===== src/rtl/key_encoder_pkg.sv =====
// Shared types and the 8-to-3 priority mapping for key_encoder.
// Key bit i maps to code 7-i, mirroring the team's 3-to-8 one-hot decoder.
package key_encoder_pkg;

  typedef enum logic [1:0] {
    IDLE         = 2'd0,
    DEBOUNCE     = 2'd1,
    EMIT         = 2'd2,
    WAIT_RELEASE = 2'd3
  } state_t;

  // Returns {multi, code}: the highest set bit wins and multi flags more than one set bit.
  function automatic logic [3:0] enc8to3(input logic [7:0] k);
    logic [2:0] c;
    logic [3:0] n;
    c = 3'd0;
    n = 4'd0;
    for (int i = 0; i < 8; i++) begin
      if (k[i]) begin
        c = 3'(7 - i);
        n = n + 4'd1;
      end else begin
        n = n;
      end
    end
    return {(n > 4'd1), c};
  endfunction

endpackage


===== src/rtl/key_sync.sv =====
// Two-flop synchronizer, one chain per bit, cleared by the asynchronous reset.
module key_sync #(
  parameter int WIDTH = 8
) (
  input  logic             clk,
  input  logic             rst_n,
  input  logic [WIDTH-1:0] din,
  output logic [WIDTH-1:0] dout
);

  logic [WIDTH-1:0] meta_r;
  logic [WIDTH-1:0] sync_r;

  // Metastability-settling chain.
  always_ff @(posedge clk or negedge rst_n) begin
    if (!rst_n) begin
      meta_r <= {WIDTH{1'b0}};
      sync_r <= {WIDTH{1'b0}};
    end else begin
      meta_r <= din;
      sync_r <= meta_r;
    end
  end

  assign dout = sync_r;

endmodule


===== src/rtl/key_encoder.sv =====
// Debounced 8-key priority encoder that offers one code per press over a
// valid/ready handshake and demands a full quiet window before the next press.
module key_encoder
  import key_encoder_pkg::*;
#(
  parameter int DEBOUNCE_CYCLES = 4
) (
  input  logic       clk,
  input  logic       rst_n,
  input  logic [7:0] keys,
  output logic [2:0] code,
  output logic       multi,
  output logic       valid,
  input  logic       ready,
  output logic       idle
);

  localparam int CNT_W = (DEBOUNCE_CYCLES > 1) ? $clog2(DEBOUNCE_CYCLES) : 1;
  localparam logic [CNT_W-1:0] CNT_TERM = CNT_W'(DEBOUNCE_CYCLES - 1);
  localparam logic [CNT_W-1:0] CNT_ONE  = CNT_W'(32'd1);
  localparam logic [CNT_W-1:0] CNT_ZERO = {CNT_W{1'b0}};

  logic [7:0]       ks_s;
  logic [7:0]       snap_r;
  logic [CNT_W-1:0] cnt_r;
  state_t           state_r;
  logic [2:0]       code_r;
  logic             multi_r;
  logic             valid_r;
  logic             idle_r;

  key_sync #(.WIDTH(8)) u_sync (
    .clk  (clk),
    .rst_n(rst_n),
    .din  (keys),
    .dout (ks_s)
  );

  // Press/debounce/emit/release sequencing with registered outputs.
  always_ff @(posedge clk or negedge rst_n) begin
    if (!rst_n) begin
      state_r <= IDLE;
      snap_r  <= 8'h00;
      cnt_r   <= CNT_ZERO;
      code_r  <= 3'd0;
      multi_r <= 1'b0;
      valid_r <= 1'b0;
      idle_r  <= 1'b1;
    end else begin
      case (state_r)
        IDLE: begin
          if (ks_s != 8'h00) begin
            snap_r  <= ks_s;
            cnt_r   <= CNT_ZERO;
            state_r <= DEBOUNCE;
            idle_r  <= 1'b0;
          end else begin
            idle_r  <= 1'b1;
          end
        end
        DEBOUNCE: begin
          // A changed snapshot outranks the terminal count so any bounce restarts the window.
          if (ks_s == 8'h00) begin
            state_r <= IDLE;
            idle_r  <= 1'b1;
          end else if (ks_s != snap_r) begin
            snap_r <= ks_s;
            cnt_r  <= CNT_ZERO;
          end else if (cnt_r == CNT_TERM) begin
            {multi_r, code_r} <= enc8to3(snap_r);
            valid_r <= 1'b1;
            state_r <= EMIT;
          end else begin
            cnt_r <= cnt_r + CNT_ONE;
          end
        end
        EMIT: begin
          if (ready) begin
            valid_r <= 1'b0;
            cnt_r   <= CNT_ZERO;
            state_r <= WAIT_RELEASE;
          end else begin
            valid_r <= 1'b1;
          end
        end
        WAIT_RELEASE: begin
          if (ks_s != 8'h00) begin
            cnt_r <= CNT_ZERO;
          end else if (cnt_r == CNT_TERM) begin
            state_r <= IDLE;
            idle_r  <= 1'b1;
          end else begin
            cnt_r <= cnt_r + CNT_ONE;
          end
        end
        default: begin
          state_r <= IDLE;
          cnt_r   <= CNT_ZERO;
          valid_r <= 1'b0;
          idle_r  <= 1'b1;
        end
      endcase
    end
  end

  assign code  = code_r;
  assign multi = multi_r;
  assign valid = valid_r;
  assign idle  = idle_r;

endmodule


===== config.mk =====
export PLATFORM = sky130hd
export DESIGN_NAME = key_encoder
export DESIGN_NICKNAME = d
export VERILOG_FILES = /design/src/rtl/key_encoder_pkg.sv /design/src/rtl/key_sync.sv /design/src/rtl/key_encoder.sv
export SDC_FILE = /design/constraint.sdc
export NUM_CORES = 1
export LEC_CHECK = 0
export CAP_MARGIN = 20
export CELL_PAD_IN_SITES_DETAIL_PLACEMENT = 1
export CELL_PAD_IN_SITES_GLOBAL_PLACEMENT = 2
export CORE_MARGIN = 5
export CORE_UTILIZATION = 37
export CTS_BUF_LIST = sky130_fd_sc_hd__clkbuf_8
export CTS_CLUSTER_DIAMETER = 30
export DETAILED_ROUTE_END_ITERATION = 10
export PLACE_DENSITY_LB_ADDON = 0.1
export SKIP_CTS_REPAIR_TIMING = 1
export SLEW_MARGIN = 20
export SYNTH_ARGS = -nofsm -noshare
export SYNTH_HDL_FRONTEND = slang
export SYNTH_SLANG_ARGS = --single-unit

===== constraint.sdc =====
create_clock -name clk -period 6.25 [get_ports clk]
set_clock_uncertainty 0.2 [all_clocks]
set_input_delay 1.25 -clock clk [delete_from_list [all_inputs] [get_ports clk]]
set_output_delay 1.25 -clock clk [all_outputs]
set_load 0.05 [all_outputs]

Word level (Yosys, flattened, before mapping)
Index checks and enable logic that the tools add are counted.
- bits in registers: 34
- output and inout bits: 6
- mux-type cells: 76
- magnitude comparators: 1
- reduce and logical (&&, ||, !) cells: 12
- add/sub/neg operators: 8
- bitwise gates (word level): 2
- equality and inequality tests: 16
- operators with widths (operator ; count):
    two-way mux 4 bit ; 39
    adder 4 x 1 -> 4 bit (second input constant) ; 7
    two-way mux 2 bit ; 13
    two-way mux 3 bit ; 8
    two-way mux 8 bit ; 3
    inequality test 2 bit (second input constant) ; 9
    one-hot mux 2 bit (4 select lines) ; 2
    one-hot mux 8 bit (2 select lines) ; 1
    AND reduction 4 bit ; 4
    zero test 8 bit ; 1
    two-way mux 1 bit ; 8
    inequality test 8 bit ; 1
    nonzero test 8 bit ; 1
    == test 2 bit (second input constant) ; 3
    inequality test 3 bit (second input constant) ; 2
    AND reduction 6 bit ; 1
    greater-than comparator 4 x 1 -> 1 bit (second input constant) ; 1
    nonzero test 2 bit ; 2
    one-hot mux 1 bit (3 select lines) ; 1
    AND reduction 3 bit ; 1
    nonzero test 3 bit ; 1
    adder 2 x 1 -> 2 bit (second input constant) ; 1
    == test 2 x 1 -> 1 bit (second input constant) ; 1
    zero test 2 bit ; 1
    other kinds (2) ; 3

Longest topological paths before layout
Gate-level depths: netlist (run 1).
- depth after elaboration: 48
- depth in mapped cells: 18
- gate-level depth less buffers: 18

Cells and area by module
From an unflattened synthesis (run 1), not the netlist that was laid out.
- cells, all modules: 206
- area, all modules: 2018.2 um^2
- modules (own cells, without submodules) (module ; area an instance (um^2) ; times used ; cells an instance):
    key_encoder ; 1617.8 ; 1 ; 190
    key_sync ; 400.4 ; 1 ; 16

Worst setup path before layout (run 1)
Ideal clock, no wire load.
- kind: reg-to-reg
- from: register snap_r[0]
- to: register multi_r (netlist: multi)
- setup slack: 2159 ps
- arrival time: 3767 ps
- stages on the path, launching flop included: 18
- data required time: 5926 ps
- cells stage by stage: dfrtp_1 inv_1 ha_1 xnor2_1 or3_1 a31oi_1 ha_1 xor2_1 o22ai_1 a21oi_1 ha_1 and2_1 a21o_1 ha_1 inv_1 a21oi_1 or3_1 o31a_1
- longest elaborated chain between the ends: 48
- elaborated cells between the ends (all ways): 51
- RTL lines (element ; RTL line ; RTL):
    start, declared ; key_encoder.sv:24 ; logic [7:0] snap_r;
    start signal, assigned ; key_encoder.sv:53 ; snap_r <= ks_s;
    start signal, assigned ; key_encoder.sv:67 ; snap_r <= ks_s;
    two-way mux 1 bit ; key_encoder_pkg.sv:19 ; if (k[i]) begin
    two-way mux 4 bit ; key_encoder.sv:69 ; end else if (cnt_r == CNT_TERM) begin
    two-way mux 4 bit ; key_encoder.sv:66 ; end else if (ks_s != snap_r) begin
    two-way mux 4 bit ; key_encoder.sv:63 ; if (ks_s == 8'h00) begin
    two-way mux 4 bit ; key_encoder.sv:50 ; case (state_r)
    adder 4 x 1 -> 4 bit ; key_encoder_pkg.sv:21 ; n = n + 4'd1;
    two-way mux 4 bit ; key_encoder_pkg.sv:19 ;
    two-way mux 4 bit ; key_encoder.sv:69 ;
    [... 32 more ...] ; -- ;
    two-way mux 4 bit ; key_encoder.sv:50 ;
    adder 4 x 1 -> 4 bit ; key_encoder_pkg.sv:21 ;
    two-way mux 4 bit ; key_encoder_pkg.sv:19 ;
    two-way mux 4 bit ; key_encoder.sv:69 ;
    two-way mux 4 bit ; key_encoder.sv:66 ;
    two-way mux 4 bit ; key_encoder.sv:63 ;
    two-way mux 4 bit ; key_encoder.sv:50 ;
    greater-than comparator 4 x 1 -> 1 bit ; key_encoder_pkg.sv:26 ; return {(n > 4'd1), c};
    end signal, assigned ; key_encoder.sv:70 ; {multi_r, code_r} <= enc8to3(snap_r);
    end, declared ; key_encoder.sv:28 ; logic multi_r;
Several ways; a longest one is shown, not always the timed one. The select of a mux whose other input is x is not followed.
A chain may end at the register's enable or synchronous reset.

Worst setup path in the final report (run 1)
Same ends and word-level chain as after synthesis.

==> results of run 1 <==
==> synthesized netlist by cell type, types with 2 or more instances <==
| cell | number |
|---|---|
| xor2_1 | 15 |
| mux2_2 | 4 |
| mux2_1 | 3 |
| a211oi_1 | 2 |
| clkbuf_1 | 7 |
| a21oi_1 | 10 |
| o31ai_1 | 3 |
| a31oi_1 | 2 |
| dfrtp_1 | 33 |
| xnor2_1 | 6 |
| nand3_1 | 4 |
| or3_1 | 2 |
| nand4_1 | 2 |
| ha_1 | 14 |
| nor3b_1 | 4 |
| nor2b_1 | 6 |
| and2_1 | 3 |
| nor3_1 | 4 |
| nand2b_1 | 3 |
| inv_1 | 12 |
| nor2_1 | 26 |
| o211ai_1 | 2 |
| nor4_1 | 3 |
| o22a_1 | 2 |
| nand2_1 | 19 |
| o21ai_0 | 8 |
==> per-layer routing <==
| layer | wire length (µm) | part of all wire (%) |
|---|---|---|
| met1 | 2020 | 44 |
| met4 | 38 | 0.83 |
| met5 | 0 | 0 |
| met2 | 2440 | 53 |
| met3 | 85 | 1.9 |
==> worst reg2reg max path, stage by stage, from the launching register on <==
cell,delay [ns]
dfrtp_1,0.43
inv_1,0.11
ha_1,0.38
xnor3_1,0.78
inv_1,0.10
ha_1,0.37
xor2_1,0.18
o22ai_1,0.15
a21oi_1,0.07
ha_1,0.27
and2_1,0.18
nand2_1,0.12
a32o_1,0.34
a2111oi_4,0.33
xnor2_1,0.10
o31a_1,0.30
==> layout make-up <==
class                           instances  area (µm²)  share of cell area (%)
Multi-Input combinational cell        166        1160                    47.2
Sequential cell                        34         852                    34.6
Timing Repair Buffer                   18         175                    7.11
Tap cell                               72        90.1                    3.66
Clock buffer                            5        68.8                    2.79
Clock inverter                          3        68.8                    2.79
Inverter                               12        45.0                    1.83
==> logic make-up after synthesis <==
| group | count (synthesis) |
|---|---|
| adder cells (fa/ha/maj) | 14 |
| flip-flops | 34 |
| XOR/XNOR | 22 |
| buffers and inverters | 21 |
| AND/OR/NAND/NOR | 80 |
| AO/OA/AOI/OAI | 42 |
| multiplexers | 8 |
==> registers in the layout, summed over array words and instances, names as in the netlist, 2 cells and up, named ones only <==
signal,cells
u_sync.meta_r,8
code,3
u_sync.dout,8
snap_r,8
cnt_r,2
==> path summary, 6_finish.rpt <==
check / start / endpoint / cells after the start
worst min register to register: u_sync.meta_r[1]$_DFF_PN0_ / u_sync.dout[1]$_DFF_PN0_ / 0
max in group asynchronous: rst_n / idle$_DFFE_PN1P_ / 2
worst max-delay path: snap_r[0]$_DFFE_PN0P_ / multi$_DFFE_PN0P_ / 15
worst min-delay path: u_sync.meta_r[1]$_DFF_PN0_ / u_sync.dout[1]$_DFF_PN0_ / 0
min in group asynchronous: rst_n / u_sync.meta_r[1]$_DFF_PN0_ / 2
worst max register to register: snap_r[0]$_DFFE_PN0P_ / multi$_DFFE_PN0P_ / 15
==> through the flow <==
stage / cells / area, µm² / hold slack (ns) / util [%] / setup slack [ns]
final: 310 / 2460 / 0.153 / 44.7 / 1.72
after floorplan: 221 / 2100 / 0.131 / - / 2.16
after global routing: 310 / 2460 / 0.170 / 44.7 / 1.46
after detailed placement: 302 / 2330 / 0.139 / 42.2 / 1.74
after CTS: 310 / 2460 / 0.156 / 44.7 / 1.71
after global placement: 302 / 2330 / 0.133 / 42.2 / 1.89
==> summary.txt, run 1 <==
Share of cells above drive strength 1 = 7.56%
Critical path's largest stage delay = 0.78 ns
Crit path arrival time = 4.50 ns
Number of synthesized register bits = 34
Tmin final = 4.53 ns
Async SR Flop Fraction = 100%
Die W = 85.3 µm
Routed Wire Length = 4590 µm
H-tree depth = 2
Worst path slowest cell = xnor3_1
Skew-Pair Late Insertion Delay = 0.28 ns
Yosys cell types = 48
Worst slew pin tran = 0.573 ns
Worst Path Required = 6.22 ns
Setup TNS = 0 ns
Met2 Resource Use GR = 26.2%
Grt ovf = 0
Antenna violations before repair = 0
Synth warn = 0
Met3 usage = 2.62%
Largest net degree at the start of global routing = 35
Final Hold Fails = 0
Crit-path most repeated cell = ha_1
Busiest grt layer = met2
CTS tree = done
Routed len/inst = 14.8 µm
CP bufs+invs = 2
Synth Cell Area = 0.00210 mm²
Initial DRC Count = 36
Ys flop type = dfrtp_1
Xor and xnor fraction of the mapped netlist area = 9.85%
Initial Utilization = 38.1%
Final #Nets = 262
Via/cell ratio = 5.24
Adder-cell area share of the yosys netlist = 8.36%
Tcrit/Tclk final = 72.4%
Drt drc = 0
CTS Root Cell = clkbuf_8
Die area = 0.00727 mm²
Delay-heaviest family, CP = compound AO/OA/AOI/OAI gates
Largest family of logic cells by synthesized area = simple AND/OR/NAND/NOR gates
Status = finished, final reports clean
Post-synthesis sequential area ratio = 40.7%
Synth top area cells = dfrtp_1 (39%), ha_1 (8.4%), xor2_1 (6.3%)
Final Setup Violations = 0
Filler cell count = 623
Post-synth EDFFs = 0
Routability Congestion = 0.787
Max Cap Viol = 0
Layout area overhead = 17.6%
Synth Area in Compound Gates = 14.4%
Diodes inserted = 0
GRT Overall Usage = 13.6%
Sequence of cells on the critical path = inv_1, ha_1, xnor3_1, inv_1, ha_1, xor2_1, o22ai_1, a21oi_1, ha_1, and2_1, nand2_1, a32o_1, a2111oi_4, xnor2_1, o31a_1
Post-synth top area share = 39.4%
CP Launch Type = register
Worst setup path class = register to register
Clock Pin Slew Worst Setup and Hold Paths = 0.07 ns
Die height = 85.3 µm
Synth Area per Inst = 9.48 µm²
FMAX = 221 MHz
Mapped Nets = 246
Num CTS Buffers = 5
Relative slew slack = 61.8%
Via Count = 1625
Clock Sink Count = 34
Worst min-delay path class = register to register
Mux contribution to synthesized area = 4.24%
Leading area contributor after synthesis = dfrtp_1
Clk buf depth = 2
First-pass DRT Iterations = 4
Mapped Cells = 221
Vias in the first global route = 1790
Critical-path maximum fanout = 12
Global-route wire length before repair = 8030 µm
Met1 usage = 14.4%
Placeable Area = 0.00551 mm²
IO Pins = 17
# rows = 27
Crit end category = register
Most common cell after layout, fill and taps aside = dfrtp_1
Slew Limit Fails = 0
ANT nets after route = 0
R2R setup slack = 1.72 ns
Synth Area in Simple Gates = 18.6%
IO Port Bufs = 16
Commonest non-fill, non-tap cells in the layout = dfrtp_1 (33), nor2_1 (26), nand2_1 (19)
RSZ-0062 raised after global routing = false
Detailed placer's ending HPWL = 3550 µm
Power of run 1 is left out: the tool's default activity adds up to more than one toggle a clock period on the data nets, which glitch-free logic cannot reach.
==> run 2: changes to the inputs <==
Settings changed: CORE_UTILIZATION 37 to 34.
Clock period 6.25 ns to 3.7 ns, I/O delays scaled along.
==> run 2 against run 1 <==
Net effect:
- the run now ends with setup timing left
- sequential share of layout area shrank 3.8 points
- final cell count grew 9.7%
- non-clock buffer count grew 27
- utilization grew 1.7 points
- clock-buffer cell count grew 1
- routed wire length grew 7.5%
==> summary.txt, run 2 (synthesized netlist as in run 1, its figures left out) <==
Status = finished with violations
Relative slew slack = 56.6%
Final Hold Fails = 0
Routed Wire Length = 4930 µm
Placed insts = 328
Worst slew pin tran = 0.649 ns
Sequence of cells on the critical path = inv_2, ha_4, xnor2_4, or3_4, a31oi_4, ha_4, xor2_1, o22ai_1, a21oi_1, ha_1, and2_4, a21o_1, ha_1, inv_1, a21oi_1, or3_1, o31a_1
FMAX = 259 MHz
Via Count = 1708
Layout area overhead = 32.0%
Reg area = 852 µm²
Share of cells above drive strength 1 = 23.4%
Area after DPL = 0.00253 mm²
Antenna violations before repair = 0
Initial DRC Count = 34
Initial Utilization = 35.2%
Final #Nets = 289
CTS Root Cell = clkbuf_8
Crit end category = register
Most common cell after layout, fill and taps aside = dfrtp_1
Filler cell count = 693
Endpoint with the worst hold slack = u_sync.dout[1]$_DFF_PN0_
Worst reg2reg path depth = 17
Worst Path Required = 3.66 ns
Die area = 0.00783 mm²
Critical path's largest stage delay = 0.41 ns
IO Pins = 17
R2R setup slack = -0.16 ns
Setup slack after layout = -0.162 ns
Clk buf depth = 2
Die height = 88.5 µm
Vias in the first global route = 1942
Via/cell ratio = 5.02
Worst path slowest cell = dfrtp_1
GRT Overall Usage = 13.9%
Die W = 88.5 µm
Routability Congestion = 0.706
Worst setup path class = register to register
# rows = 28
HP Start = u_sync.meta_r[1]$_DFF_PN0_
Worst reg2reg path endpoint = multi$_DFFE_PN0P_
Commonest non-fill, non-tap cells in the layout = dfrtp_1 (33), buf_4 (29), nor2_1 (26)
Grt ovf = 0
Global-route wire length before repair = 8690 µm
Failing checks = setup timing
Skew-Pair Late Insertion Delay = 0.28 ns
Placeable Area = 0.00596 mm²
Crit path arrival time = 3.82 ns
RSZ-0062 raised after global routing = true
Max Cap Viol = 0
Detailed placer's ending HPWL = 3870 µm
CP Launch Type = register
Diodes inserted = 0
First-pass DRT Iterations = 3
H-tree depth = 2
Slew Limit Fails = 0
IO Port Bufs = 16
Clock Sink Count = 34
Worst min-delay path class = register to register
CTS tree = done
Drt drc = 0
Hold Path Cell Cnt = 0
Clock Pin Slew Worst Setup and Hold Paths = 0.07 ns
Post-layout util = 46.4%
Final instance area = 0.00277 mm²
Multi-input gate area = 0.00130 mm²
Routed len/inst = 14.5 µm
ANT nets after route = 0
Critical-path maximum fanout = 4
Tmin final = 3.86 ns
Final Setup Violations = 1
Largest net degree at the start of global routing = 35
Num CTS Buffers = 5
Tcrit/Tclk final = 104%
FF-to-FF Start = snap_r[0]$_DFFE_PN0P_
Fin cells = 340
-- run 2: worst max path at each step --
stage	startpoint	endpoint	depth (start not counted)
after global routing	snap_r[0]$_DFFE_PN0P_	multi$_DFFE_PN0P_	17
after global placement	snap_r[0]$_DFFE_PN0P_	multi$_DFFE_PN0P_	17
after CTS	snap_r[0]$_DFFE_PN0P_	multi$_DFFE_PN0P_	17
after detailed placement	snap_r[0]$_DFFE_PN0P_	multi$_DFFE_PN0P_	17
final	snap_r[0]$_DFFE_PN0P_	multi$_DFFE_PN0P_	17
after floorplan	snap_r[1]$_DFFE_PN0P_	multi$_DFFE_PN0P_	17
-- run 2: cell type report --
class	count	share of cell area, %
timing repair buffer	45	13.7
multi-input combinational	166	47.1
inverter	12	1.63
clock buffer	6	2.99
sequential	34	30.8
clock inverter	2	0.452
tap	75	3.39
-- run 2: per-stage QoR --
| stage | hold WS [ns] | setup slack (ns) | TNS, ns |
|---|---|---|---|
| after floorplan | 0.131 | -0.0971 | -0.0971 |
| after global placement | 0.133 | -0.200 | -0.200 |
| after detailed placement | 0.136 | -0.390 | -0.390 |
| after CTS | 0.148 | -0.402 | -0.402 |
| after global routing | 0.153 | -0.388 | -0.388 |
| final | 0.146 | -0.162 | -0.162 |
-- run 2: worst max-delay path, delay by kind of cell (launching register included) --
| family | cells | cell delay [ns] |
|---|---|---|
| fa+ha+maj | 4 | 0.98 |
| compound gates | 6 | 0.86 |
| simple gates | 3 | 0.86 |
| flops | 1 | 0.41 |
| xor+xnor | 2 | 0.28 |
| buf+inv | 2 | 0.16 |
-- run 2: routing by layer --
layer | vias up | part of all wire, % | GRT usage [%]
li1 | 846 | - | -
met1 | 848 | 43 | 15.6
met2 | 12 | 54 | 26.7
met3 | 2 | 1.7 | 2.51
met4 | 0 | 0.41 | 3.98
met5 | - | 0 | 0
Power of run 2 is left out for the same reason.
==> run 3: changes to the inputs <==
Settings changed: PLACE_DENSITY from default to 0.84, PLACE_DENSITY_LB_ADDON 0.1 to default.
==> run 3 against run 2 <==
Net effect:
- the flow still finishes with violations (setup timing)
- final cell count rose by 1.8%
- die area did not move
- setup slack got worse by 0.029 ns
- largest cell class unchanged
- global-route usage fell by 1.0 points
- first-iteration DRC count rose by 79%
- final area did not move
- fmax fell by 0.76%
- register-to-register slack got worse by 0.03 ns
- non-clock buffer count rose by 6
- critical path depth did not move
- sequential share of layout area did not move
- utilization did not move
- highest routed layer unchanged
==> summary.txt, run 3 (synthesized netlist as in run 1, its figures left out) <==
Status = finished with violations
Failing checks = setup timing
Detailed placer's ending HPWL = 3580 µm
Via/cell ratio = 4.99
First-pass DRT Iterations = 4
Critical-path maximum fanout = 4
Die area = 0.00783 mm²
Global-route wire length before repair = 7800 µm
Pre-CTS WS = -0.292 ns
R2R setup slack = -0.19 ns
Routed wl met2 = 2400 µm
Layout area overhead = 32.0%
Most common cell after layout, fill and taps aside = buf_4
Routability Congestion = 0.773
Grt ovf = 0
Setup slack after layout = -0.191 ns
Worst setup path class = register to register
Largest net degree at the start of global routing = 35
Share of cells above drive strength 1 = 24.4%
Placed insts = 330
Uppermost layer routed = met4
# rows = 28
Clock Pin Slew Worst Setup and Hold Paths = 0.07 ns
Vias in the first global route = 1758
Slew Limit Fails = 0
RSZ-0062 raised after global routing = true
Die height = 88.5 µm
Worst min-delay path class = register to register
FMAX = 257 MHz
Drt drc = 0
CTS Root Cell = clkbuf_8
Max Cap Viol = 0
Met1 Routed Length = 2000 µm
IO Port Bufs = 16
Num CTS Buffers = 5
Fin cells = 346
Critical path's largest stage delay = 0.43 ns
Clk buf depth = 2
CTS tree = done
Antenna violations before repair = 0
H-tree depth = 2
Relative slew slack = 64.7%
Routed Wire Length = 4620 µm
Crit path arrival time = 3.86 ns
Initial Utilization = 35.2%
HP Start = u_sync.meta_r[3]$_DFF_PN0_
Skew-Pair Late Insertion Delay = 0.28 ns
Post-layout util = 46.4%
FF-to-FF Start = snap_r[1]$_DFFE_PN0P_
Total length of routed met3 wires = 118 µm
Sequence of cells on the critical path = inv_2, ha_4, xnor2_4, or3_1, a31oi_2, ha_1, xor2_1, o22ai_1, a21oi_2, ha_1, and2_4, a21o_1, ha_1, inv_1, a21oi_1, or3_1, o31a_1
Initial DRC Count = 61
CP Launch Type = register
Worst slew pin tran = 0.528 ns
Crit-path most repeated cell = ha_1
Routed len/inst = 13.3 µm
GRT Overall Usage = 12.9%
Final Setup Violations = 1
Worst Setup SP = snap_r[1]$_DFFE_PN0P_
IO Pins = 17
Area after DPL = 0.00255 mm²
Diodes inserted = 0
Final #Nets = 295
Clock Sink Count = 34
Via Count = 1726
ANT nets after route = 0
Placeable Area = 0.00596 mm²
Tmin final = 3.89 ns
Tcrit/Tclk final = 105%
Reg area = 852 µm²
Final Hold Fails = 0
Worst Path Required = 3.67 ns
Filler cell count = 721
Crit end category = register
Worst path slowest cell = dfrtp_1
Final instance area = 0.00277 mm²
Commonest non-fill, non-tap cells in the layout = buf_4 (35), dfrtp_1 (33), nor2_1 (26)
Die W = 88.5 µm
Multi-input gate area = 0.00126 mm²
[run 3: cell count changes in the layout (fill, tap and decap cells not counted), sizes merged]
cell / change
buf: +6
inv: +1
clkinvlp: -1
[run 3: critical path: cells and delay by family, from the launching register on]
family	cells	cell delay (ns)
AOI/OAI and AO/OA	6	0.85
and+or+nand+nor	3	0.83
adders and majority gates	4	1.04
xor gates and xnor gates	2	0.28
buffers and inverters	2	0.16
DFF	1	0.43
[run 3: final timing paths]
| path | end | depth (start not counted) |
|---|---|---|
| worst max-delay path | multi$_DFFE_PN0P_ | 17 |
| worst min-delay path | u_sync.dout[3]$_DFF_PN0_ | 0 |
| worst max register to register | multi$_DFFE_PN0P_ | 17 |
| worst min register to register | u_sync.dout[3]$_DFF_PN0_ | 0 |
| max in group asynchronous | idle$_DFFE_PN1P_ | 2 |
| min in group asynchronous | u_sync.dout[6]$_DFF_PN0_ | 2 |
[run 3: metal layers]
metal	vias up	track usage, %
met5	-	0
met4	0	5.77
met3	7	2.23
met2	19	23.2
met1	836	14.9
li1	864	-
[run 3: layout make-up]
| cell class | count | area share, % |
|---|---|---|
| sequential | 34 | 30.8 |
| tap | 75 | 3.39 |
| timing repair buffer | 51 | 15.3 |
| clock inverter | 2 | 0.317 |
| clock buffer | 6 | 2.99 |
| inverter | 12 | 1.63 |
| multi-input combinational | 166 | 45.6 |
[run 3: through the flow]
stage                     hold slack (ns)  TNS (ns)
final                               0.145    -0.191
after global routing                0.153    -0.367
after CTS                           0.148    -0.327
after detailed placement            0.136    -0.292
after global placement              0.133    -0.190
after floorplan                     0.131   -0.0971
Power of run 3 is left out for the same reason.
